`src/rtl/rf_wb_arb.sv`:
```
// rtl/rf_wb_arb.sv - two-requester register-file writeback arbiter with anti-starvation priority
// A wins by default; B is forced ahead after MAXWAIT consecutive denied cycles.
module rf_wb_arb #(
  parameter int unsigned MAXWAIT = 3
) (
  input  logic        CLK,
  input  logic        RST,
  input  logic        A_VALID,
  input  logic [4:0]  A_NUM,
  input  logic [31:0] A_DATA,
  output logic        A_READY,
  input  logic        B_VALID,
  input  logic [4:0]  B_NUM,
  input  logic [31:0] B_DATA,
  output logic        B_READY,
  output logic [4:0]  WNUM,
  output logic [31:0] WDATA,
  output logic        PRIO_B
);

  localparam logic [3:0] L_MAXWAIT = 4'(MAXWAIT);

  typedef enum logic {S_PRIO_A, S_PRIO_B} state_t;

  state_t      r_state;
  logic [3:0]  r_wait;
  logic [4:0]  r_wnum;
  logic [31:0] r_wdata;

  logic        w_a_nz;
  logic        w_b_nz;
  logic        w_a_grant;
  logic        w_b_grant;
  logic        w_b_denied;
  logic        w_b_clear;
  logic [3:0]  w_wait_inc;

  assign w_a_nz = A_VALID && (A_NUM != 5'd0);
  assign w_b_nz = B_VALID && (B_NUM != 5'd0);

  // Only nonzero requests compete for the port; zero-index ones are simply absorbed.
  assign w_a_grant = !RST && w_a_nz && ((r_state == S_PRIO_A) || !w_b_nz);
  assign w_b_grant = !RST && w_b_nz && ((r_state == S_PRIO_B) || !w_a_nz);

  assign A_READY = !RST && A_VALID && ((A_NUM == 5'd0) || w_a_grant);
  assign B_READY = !RST && B_VALID && ((B_NUM == 5'd0) || w_b_grant);

  assign w_b_denied = w_b_nz && !w_b_grant;
  assign w_b_clear  = !B_VALID || B_READY;
  assign w_wait_inc = (r_wait == 4'hF) ? 4'hF : r_wait + 4'd1;

  assign WNUM   = r_wnum;
  assign WDATA  = r_wdata;
  assign PRIO_B = (r_state == S_PRIO_B);

  always_ff @(posedge CLK) begin
    if (RST) begin
      r_state <= S_PRIO_A;
      r_wait  <= 4'd0;
      r_wnum  <= 5'd0;
      r_wdata <= 32'd0;
    end else begin
      if (w_a_grant) begin
        r_wnum  <= A_NUM;
        r_wdata <= A_DATA;
      end else if (w_b_grant) begin
        r_wnum  <= B_NUM;
        r_wdata <= B_DATA;
      end else begin
        r_wnum  <= 5'd0;
      end

      if (w_b_clear) begin
        r_wait <= 4'd0;
      end else if (w_b_denied) begin
        r_wait <= w_wait_inc;
      end

      case (r_state)
        S_PRIO_A: if (w_b_denied && (w_wait_inc == L_MAXWAIT)) r_state <= S_PRIO_B;
        S_PRIO_B: if (w_b_clear) r_state <= S_PRIO_A;
        default:  r_state <= S_PRIO_A;
      endcase
    end
  end

endmodule

```
`config.mk`:
```
export PLATFORM = sky130hd
export DESIGN_NAME = rf_wb_arb
export DESIGN_NICKNAME = d
export VERILOG_FILES = /design/src/rtl/rf_wb_arb.sv
export SDC_FILE = /design/constraint.sdc
export NUM_CORES = 1
export LEC_CHECK = 0
export BUFFER_PORTS_ARGS = -buffer_cell sky130_fd_sc_hd__buf_2
export CORE_ASPECT_RATIO = 0.6
export CORE_MARGIN = 3
export CORE_UTILIZATION = 49
export CTS_BUF_LIST = sky130_fd_sc_hd__clkbuf_16
export CTS_CLUSTER_SIZE = 20
export DETAILED_ROUTE_END_ITERATION = 7
export PLACE_DENSITY = 0.86
export SLEW_MARGIN = 10
export SYNTH_ARGS = -nofsm -noshare
export SYNTH_HDL_FRONTEND = slang
export SYNTH_SLANG_ARGS = --single-unit
```
`constraint.sdc`:
```
create_clock -name CLK -period 2.2 [get_ports CLK]
set_input_delay 0.11 -clock CLK [delete_from_list [all_inputs] [get_ports CLK]]
set_output_delay 0.11 -clock CLK [all_outputs]
set_load 0.01 [all_outputs]
```
==> results.toml <==
[outcome]
status = "complete, no violations"

[route]
firstDrtPassIters = 4
m1WireLength_mm = 2.922
wl_mm = 6.592
route.met2.wl_mm = 2.997
wl_met3_um = 656
top_layer = "met4"
first_iter_violations = 128
drc_errors = 0
wl_per_cell_um = 16.00
vias = 2372
final_antenna_net_count = 0
viasPerCell = 5.757

[layout]
antenna_cells = 0
final_cell_mix = "buf_2, dfxtp_1, nor3_1"
layout.nets = 430
areaGrowthSynthToFinish_pct = 33.63
final_common_cell = "buf_2"
fin_util = 0.7053
fin_cells = 412
fill_cells = 378
final_layout_size_suffix_gt1_frac = 0.4915

[grt]
grt_usage = 0.2347
antenna_found_initial = 0
grt_pass1_vias = 2108
grt_overflow = 0
grt_pass1_wl_mm = 10.19
grt_start_max_net_pins = 33

[place]
globalplace.congestion = 0.7758
port_buffers = 117
hpwl_mm = 4.817
dp_slack_ps = 264.0
dp.cells = 404

[worst_setup_path]
cp-end-kind = "flip-flop"
worstSetupStartpointType = "flip-flop"
cp.arrival_ps = 2110
r2r_start = "PRIO_B"
r2r_setup_slack_ps = 270
reg2reg_depth = 5
r2r-end = "WDATA[31]"
crit_fanout = 17
required_ps = 2380
path_class = "flip-flop to flip-flop"

[synth]
synth.top_cell.area_share = 0.3723
synth_edf_count = 0
synth_mux_area_frac = 0
yosys_warnings = 0
synth_compound_area_frac = 0.3435
synth-simple-area-share = 0.2199
ys_async_sr_fraction = 0
syn_nets = 321
ys_ff_latch = 42
synth_top_family_by_area = "compound AO/OA/AOI/OAI gates"
ys.flop_type = "dfxtp_1"
synth_fa_ha_area_frac = 0.005540
syn_area_per_cell_um2 = 9.332
synthCells = 242
post_synth_xor_area_fraction = 0
synth_area_leaders = "dfxtp_1, a311oi_2, nor3_1, nand3_1, o21ai_1"
syn_area_mm2 = 0.002258
synth_cell_types = 34
synth_top_area_cell = "dfxtp_1"
ys_seq_area_frac = 0.3723

[sta]
slew_violations = 0
finalCritPeriodShare = 0.8784
relSlewSlack = 0.1898
max_freq_mhz = 517.5
tightestPinTransition_ps = 1211
fin_ws_ps = 267.4
hold_viol = 0
finalCriticalPeriod_ps = 1933
final.setup.tns_ps = 0
finClkSkew_ps = 2.677
rsz0062_at_grt = "no"
setup_viol_count_final = 0

[die]
design.die.area_mm2 = 0.005486
start_util = 0.5278
core_mm2 = 0.004279
rows = 18
die_y_um = 58.59
fp.dieW_um = 93.65
io-pin-count = 118

[cts]
cts_tree = "done"
cts_buffers = 5
root_buffer = "clkbuf_16"
cts_max_level = 2
cts_setup_buffers = 0
numClockSinks = 42
hold_buffers = 0
clk_latency_ps = 270
clk_pin_slew_worst_paths_ps = 60
cts-resized-gates = 0
cts_buffer_depth = 2

[hold_path]
hold_start = "A_NUM[4]"
holdPathEnd = "WNUM[4]"
whs_path_depth = 2
min_path_type = "input pin to flip-flop"

[pwr]
leakage_nw = 1.264
ir_worst_vdd_uv = 379.6
power_w = 0.001992
power.density_mw_per_mm2 = 660.2

[job]
cap_viol_max_count = 0
==> cell usage after synthesis (2+ instances only) <==
cell type / instances
dfxtp_1: 42
nor3_1: 36
nand3_1: 34
a311oi_2: 30
o21ai_1: 29
clkbuf_1: 15
buf_2: 7
nor2_1: 6
a22o_1: 5
a21oi_1: 4
o21ai_0: 4
buf_6: 3
a21o_1: 2
a311oi_1: 2
nand2_1: 2
nand2b_1: 2
nor3b_1: 2
==> metrics by stage <==
stage	instance area [um2]	hold WS, ps
floorplan	2258	235.7
global placement	2880	358.8
detailed placement	2880	361.8
CTS	3018	76.86
global route	3018	90.04
finish	3018	78.54
==> critical path, stage by stage, from the launching register on <==
cell and delay [ps]:
dfxtp_1 410, nand2_1 110, a21oi_2 590, buf_4 350
o21ai_1 110, a311oi_2 270
==> power by group <==
| group | internal [W] | total, W | leakage (nW) | switching (W) |
|---|---|---|---|---|
| sequential | 0.000823 | 0.000855 | 0.347 | 0.0000322 |
| combinational | 0.000202 | 0.000449 | 0.844 | 0.000247 |
| clock | 0.000410 | 0.000689 | 0.0724 | 0.000279 |
| total | 0.00143 | 0.00199 | 1.26 | 0.000558 |
==> registers in the layout (all words and copies together) (netlist names) <==
signal / flops
WDATA: 32
WNUM: 5
r_wait: 4
PRIO_B: 1
==> worst max path at each step <==
| stage | start | end | slack (ps) | cells past startpoint |
|---|---|---|---|---|
| final | PRIO_B | WDATA[31] | 270 | 5 |
| after global routing | PRIO_B | WDATA[31] | 150 | 5 |
| after CTS | PRIO_B | WDATA[31] | 250 | 5 |
| after detailed placement | RST | WDATA[0] | 260 | 6 |
| after global placement | RST | WDATA[17] | 380 | 4 |
| after floorplan | PRIO_B | WDATA[30] | 700 | 5 |
==> cell type report <==
type | count | area, um2 | area share
multi-input cells | 173 | 1296 | 0.4295
flip-flops and latches | 42 | 840.8 | 0.2786
repair buffers | 127 | 660.6 | 0.2189
clock buffers | 5 | 125.1 | 0.04146
well taps | 60 | 75.07 | 0.02488
clock inverters | 3 | 12.51 | 0.004146
inverters | 2 | 7.507 | 0.002488
==> metal layers <==
layer / vias to the layer above / track usage
met5: - / 0
met4: 0 / 0.02675
met3: 2 / 0.06641
met2: 122 / 0.3902
met1: 1083 / 0.3178
li1: 1165 / -
==> kinds of logic (layout without fill, tap and decap cells) <==
family          after synthesis  count (layout)
simple gates                 90              90
compound gates               82              82
flops                        42              42
buf+inv                      27             137
fa+ha+maj                     1               1
No activity file was read; power rests on OpenSTA's default activity.
